--- config.mk ---
export PLATFORM = sky130hd
export DESIGN_NAME = genome_read_sequencer
export DESIGN_NICKNAME = d
export VERILOG_FILES = /design/src/rtl/genome_pkg.sv /design/src/rtl/genome_beat_monitor.sv /design/src/rtl/genome_read_sequencer.sv
export SDC_FILE = /design/constraint.sdc
export NUM_CORES = 1
export LEC_CHECK = 0
export CAP_MARGIN = 10
export CORE_MARGIN = 5
export CORE_UTILIZATION = 36
export DETAILED_ROUTE_END_ITERATION = 8
export GPL_ROUTABILITY_DRIVEN = 0
export MAX_ROUTING_LAYER = met4
export SLEW_MARGIN = 25
export SYNTH_ARGS = -nofsm -noshare
export SYNTH_HDL_FRONTEND = slang
export SYNTH_SLANG_ARGS = --single-unit
--- constraint.sdc ---
create_clock -name aclk -period 22.5 [get_ports aclk]
set_clock_uncertainty 0.1 [all_clocks]
set_input_delay 3.375 -clock aclk [delete_from_list [all_inputs] [get_ports aclk]]
set_output_delay 3.375 -clock aclk [all_outputs]
set_load 0.005 [all_outputs]
--- src/rtl/genome_pkg.sv ---
// Shared types and constants for the genome read sequencer.
package genome_pkg;

  // Top-level sequencing states.
  typedef enum logic [1:0] {
    IDLE  = 2'd0,
    ISSUE = 2'd1,
    WAIT  = 2'd2,
    FIN   = 2'd3
  } seq_state_t;

  // Bytes carried by one stream beat, and the matching byte->beat shift.
  localparam int LP_DW_BYTES   = 64;
  localparam int LP_BEAT_SHIFT = $clog2(LP_DW_BYTES);

endpackage : genome_pkg

--- src/rtl/genome_beat_monitor.sv ---
// Passive per-chunk stream monitor: counts accepted beats, remembers the
// engine's done pulse, and reports chunk completion and beat-count errors.
module genome_beat_monitor #(
  parameter int CNT_W = 32
) (
  input  logic             clk,
  input  logic             rst,
  input  logic             arm,            // new chunk issued: reload expectation
  input  logic [CNT_W-1:0] load_beats,     // beats expected for the chunk being issued
  input  logic             active,         // chunk in flight; beats and done counted only now
  input  logic             rd_done,
  input  logic             rd_tvalid,
  input  logic             rd_tready,
  input  logic             rd_tlast,
  output logic             chunk_complete,
  output logic             beat_mismatch
);

  logic [CNT_W-1:0] expected_q;
  logic [CNT_W-1:0] beat_cnt;
  logic [CNT_W-1:0] beat_cnt_nxt;
  logic             done_seen;
  logic             beat;
  logic             done_any;

  assign beat         = active & rd_tvalid & rd_tready;
  assign beat_cnt_nxt = beat_cnt + {{(CNT_W-1){1'b0}}, beat};
  // The done pulse may precede, coincide with, or follow the final beat.
  assign done_any     = done_seen | (active & rd_done);

  // Beats past the expected count still let the chunk close, so the job
  // cannot stall on an over-long stream; they are only flagged.
  assign chunk_complete = active & done_any & (beat_cnt_nxt >= expected_q);
  assign beat_mismatch  = beat & ((rd_tlast & (beat_cnt_nxt != expected_q)) |
                                  (beat_cnt_nxt > expected_q));

  // Beat counter, done latch and expectation register; cleared on every new chunk.
  always_ff @(posedge clk or posedge rst) begin
    // NOTE: state registers use non-blocking assignment so every flop samples
    // pre-edge values regardless of block ordering.
    if (rst) begin
      expected_q <= '0;
      beat_cnt   <= '0;
      done_seen  <= 1'b0;
    end else if (arm) begin
      expected_q <= load_beats;
      beat_cnt   <= '0;
      done_seen  <= 1'b0;
    end else if (active) begin
      beat_cnt <= beat_cnt_nxt;
      if (rd_done) done_seen <= 1'b1;
    end
  end

endmodule : genome_beat_monitor

--- src/rtl/genome_read_sequencer.sv ---
// Splits one host job (base address + byte count) into fixed-size chunks,
// starts the read engine once per chunk and reports job completion.
module genome_read_sequencer
  import genome_pkg::*;
#(
  parameter int C_M_AXI_ADDR_WIDTH = 64,
  parameter int C_M_AXI_DATA_WIDTH = 512,
  parameter int C_XFER_SIZE_WIDTH  = 32,
  parameter int C_CHUNK_BYTES      = 4096
) (
  input  logic                          aclk,
  input  logic                          areset,
  input  logic                          ap_start,
  output logic                          ap_done,
  output logic                          ap_idle,
  input  logic [C_M_AXI_ADDR_WIDTH-1:0] cfg_base_addr,
  input  logic [C_XFER_SIZE_WIDTH-1:0]  cfg_total_bytes,
  output logic                          rd_start,
  input  logic                          rd_done,
  output logic [C_M_AXI_ADDR_WIDTH-1:0] rd_addr_offset,
  output logic [C_XFER_SIZE_WIDTH-1:0]  rd_xfer_bytes,
  input  logic                          rd_tvalid,
  input  logic                          rd_tready,
  input  logic                          rd_tlast,
  output logic [C_XFER_SIZE_WIDTH-1:0]  chunk_idx,
  output logic                          seq_err
);

  localparam int AW = C_M_AXI_ADDR_WIDTH;
  localparam int XW = C_XFER_SIZE_WIDTH;
  localparam int LP_CHUNK_SHIFT = $clog2(C_CHUNK_BYTES);
  localparam logic [XW-1:0] LP_CHUNK     = XW'(C_CHUNK_BYTES);
  localparam logic [XW-1:0] LP_BEAT_MASK = ~(XW'(C_M_AXI_DATA_WIDTH / 8) - XW'(1));

  seq_state_t    state;
  logic [AW-1:0] base_q;
  logic [XW-1:0] remaining_q;
  logic [XW-1:0] total_masked;
  logic [XW-1:0] chunk_bytes;
  logic [XW-1:0] load_beats;
  logic          chunk_complete;
  logic          beat_mismatch;

  // Partial trailing beats are never requested.
  assign total_masked = cfg_total_bytes & LP_BEAT_MASK;
  assign chunk_bytes  = (remaining_q > LP_CHUNK) ? LP_CHUNK : remaining_q;
  assign load_beats   = chunk_bytes >> LP_BEAT_SHIFT;

  genome_beat_monitor #(
    .CNT_W (XW)
  ) u_beat_monitor (
    .clk            (aclk),
    .rst            (areset),
    .arm            (state == ISSUE),
    .load_beats     (load_beats),
    .active         (state == WAIT),
    .rd_done        (rd_done),
    .rd_tvalid      (rd_tvalid),
    .rd_tready      (rd_tready),
    .rd_tlast       (rd_tlast),
    .chunk_complete (chunk_complete),
    .beat_mismatch  (beat_mismatch)
  );

  // Job FSM with registered handshake, chunk address and status outputs.
  always_ff @(posedge aclk or posedge areset) begin
    if (areset) begin
      state          <= IDLE;
      base_q         <= '0;
      remaining_q    <= '0;
      ap_done        <= 1'b0;
      ap_idle        <= 1'b1;
      rd_start       <= 1'b0;
      rd_addr_offset <= '0;
      rd_xfer_bytes  <= '0;
      chunk_idx      <= '0;
      seq_err        <= 1'b0;
    end else begin
      // NOTE: pulse outputs default low here so each branch only has to
      // raise them; nothing can leave a pulse stuck high.
      rd_start <= 1'b0;
      ap_done  <= 1'b0;
      unique case (state)
        IDLE: begin
          if (ap_start) begin
            base_q      <= cfg_base_addr;
            remaining_q <= total_masked;
            seq_err     <= 1'b0;
            chunk_idx   <= '0;
            ap_idle     <= 1'b0;
            state       <= (total_masked == '0) ? FIN : ISSUE;
          end
        end
        ISSUE: begin
          // Offset wraps modulo the address width by construction.
          rd_addr_offset <= base_q + (AW'(chunk_idx) << LP_CHUNK_SHIFT);
          rd_xfer_bytes  <= chunk_bytes;
          rd_start       <= 1'b1;
          state          <= WAIT;
        end
        WAIT: begin
          if (beat_mismatch) seq_err <= 1'b1;
          if (chunk_complete) begin
            remaining_q <= remaining_q - rd_xfer_bytes;
            if (remaining_q == rd_xfer_bytes) begin
              state <= FIN;
            end else begin
              chunk_idx <= chunk_idx + XW'(1);
              state     <= ISSUE;
            end
          end
        end
        FIN: begin
          ap_done <= 1'b1;
          ap_idle <= 1'b1;
          state   <= IDLE;
        end
        default: state <= IDLE;
      endcase
    end
  end

endmodule : genome_read_sequencer

==> run metrics <==
run status=finished clean; post-synthesis register bit count=263; worst endpoint required time=~23 ns; share of synthesized registers carrying an async set or reset=between 90% and 100%; peak supply drop=about 70 uV; crit end category=flip-flop; MaxCap Viol Count=0; first-pass GRT wire length=between 70000 and 80000 microns; # Post-CTS Setup Buffers=0; Chip Width=between 200 and 250 microns; Fmax=~100 MHz; crit share post-route=43.7%; Post-synth top cells=dfrtp_1, nand2_1, inv_1; setup violators final=0; pin count of the biggest net entering global routing=between 150 and 200; Nets=~2100; GRT Total Usage=between 10% and 20%; Synth Net Count=1934; Routed WL per cell=roughly 19 microns; Hold/Removal Path Class=reg -> reg; Post-DP HPWL=35200 microns; DR vias=~14000; vias in the first global route=14100; RSZ-0062 raised after global routing=false; Worst Setup SP=rd_tready; critical path type=in -> reg; Post-synth top flop=dfrtp_1; number of synthesized flops with an enable pin=0; CTS buffer count=35; PortBufs=approximately 230; slew at the pin closest to its max-slew limit=between 1 and 1.5 ns; Synth area leader=dfrtp_1; latest clock arrival within the worst-skew pair=~0.55 ns; Root Buffer=clkbuf_16; # H-tree levels=2; placed cell areas=about 19000 sq um; share of cells above drive strength 1=a little over a tenth; Pwr per Cell Area=about 130 nW/um^2; Final Hold Vio Count=0; Final Cell Area=between 20000 and 25000 sq um; Initial Util=36.2%; DR DRC count=0; Ys Warns=0; Iter 0 DRT Violations=roughly 940; worst-path maximum fanout=23; synthesized instance count=between 1500 and 2000; GRT overflow=0; post-synthesis area per instance=~9.4 sq um; Detailed Route WL=49000 microns; synthesized area=16400 sq um; Crit path largest cell delay=roughly 0.83 ns; placeable core area=around 45000 sq um; initial antenna violation count=4; Pleak=8.36 nW; Sink Count=around 260; final cell count without fillers=between 2000 and 3000; Worst Hold Launch=rd_addr_offset[23]; vias per cell=roughly 5.5; Die H=approximately 220 microns; CTS tree=built; Cell variety after synth=~80; most numerous cell in the Yosys netlist=dfrtp_1; Seq/Total Area, Yosys=approximately 40%; CP delay by family, top=simple AND/OR/NAND/NOR gates; row count=78; clk slew on worst S/H paths=roughly 0.060 ns; Slew HR=a little under a third; post-synth top area share=roughly 40%; WP buf/inv=2; DRT Pass-1 Iters=5; antenna viol nets, final=0; fill cell count=approximately 4300; Layout Area Growth over Synthesis=24.4%; Crit-path slowest cell=o21ai_1; placed cells=2489; Pins Over Slew Limit=0; clock tree buffer depth=3; Synth area leaders=dfrtp_1, ha_1, mux2_2; critical path launch point type=input pin; fin crit period=between 9 and 10 ns; r2r startpoint=state[0]; die area=49800 sq um; CTS resizes=0; io pins=235; R2R setup slack=roughly 15 ns; arrival time worst endpoint=10.14 ns; # hold bufs at CTS=0; setup tns final=0 ns; critical-path cell list=clkdlybuf4s50_1 > and3_1 > ha_1 > ha_1 > nand3_1 > nor4_1 > nand3_1 > nor3_1 > nand3_1 > xnor2_1 > ha_1 > o21a_1 > nor2_1 > or4_1 > o22ai_1 > o21ai_1 > inv_1 > o21ai_4 > a21oi_2 > mux2_4
worst register-to-register path: cells and delay by family, from the launching register on:
family | cells | cell delay (ns)
flops | 1 | 0.44
mux | 1 | 0.33
simple gates | 8 | 2.69
fa+ha+maj | 4 | 0.95
xor+xnor | 1 | 0.25
buf+inv | 2 | 0.54
compound gates | 5 | 1.94
final timing paths:
kind,end,cells after the start
max in group asynchronous,base_q[21],4
max,state[1],20
min reg2reg,rd_addr_offset[23],2
min,rd_addr_offset[23],2
min in group asynchronous,remaining_q[5],2
max reg2reg,state[1],21
where the power goes:
| part | total [mW] | leakage [nW] | internal (mW) | switching (mW) |
|---|---|---|---|---|
| Clock | 0.558 | 0.547 | 0.336 | 0.222 |
| Combinational | 1.21 | 4.52 | 0.572 | 0.641 |
| Sequential | 0.800 | 3.29 | 0.650 | 0.150 |
kinds of logic after synthesis:
group           after synthesis  share of synthesized area, %
buf+inv                     188                          4.65
mux                         129                          8.74
simple gates                534                          16.7
xor+xnor                     73                          3.91
fa+ha+maj                    99                          7.67
compound gates              446                          18.1
flops                       263                          40.3
metrics by stage:
step	hold slack [ns]	setup slack, ns	util, %	total power, mW
floorplan	0.374	11.79	-	1.62
global placement	0.369	12.34	42.4	1.99
detailed placement	0.371	12.26	42.4	2.02
CTS	0.386	12.80	44.9	2.60
global route	0.409	12.23	45.0	2.76
finish	0.383	12.67	45.0	2.57
layout by cell type, fill, tap and decap left out, types with 28 or more instances in the layout:
cell type,n
dfrtp_1,262
clkdlybuf4s50_1,228
nand2_1,133
inv_1,108
mux2_2,106
nor2_1,101
a21oi_1,101
ha_1,95
nand3_1,81
o21ai_0,75
xnor2_1,60
a21o_1,42
clkbuf_16,35
nand4_1,34
and3_1,31
nor4_1,28
layout make-up:
| type | instances | area, sq um | area share (%) |
|---|---|---|---|
| sequential | 263 | 6580 | 32.4 |
| multi-input combinational | 1281 | 9080 | 44.6 |
| timing repair buffer | 237 | 2380 | 11.7 |
| inverter | 109 | 417 | 2.05 |
| clock buffer | 43 | 956 | 4.70 |
| antenna | 4 | 10.0 | 0.0492 |
| clock inverter | 15 | 171 | 0.842 |
| tap | 600 | 751 | 3.69 |
per-layer routing:
layer | share of wire [%] | routed length, microns | global-route usage, % | up-vias
li1 | - | - | - | 6786
met1 | 44 | 21700 | 25.6 | 6883
met2 | 47 | 22900 | 31.4 | 349
met3 | 6.7 | 3290 | 4.82 | 70
met4 | 2.3 | 1150 | 4.92 | 0
met5 | 0 | 0 | - | -
flip-flops by register name, indices dropped and copies added, names as in the netlist:
| register | cells |
|---|---|
| ap_done | 1 |
| ap_idle | 1 |
| base_q | 64 |
| chunk_idx | 32 |
| rd_addr_offset | 64 |
| rd_start | 1 |
| rd_xfer_bytes | 32 |
| remaining_q | 32 |
| seq_err | 1 |
| state | 2 |
| u_beat_monitor.beat_cnt | 32 |
| u_beat_monitor.done_seen | 1 |
Note: power is estimated with default switching activity, not from simulation.
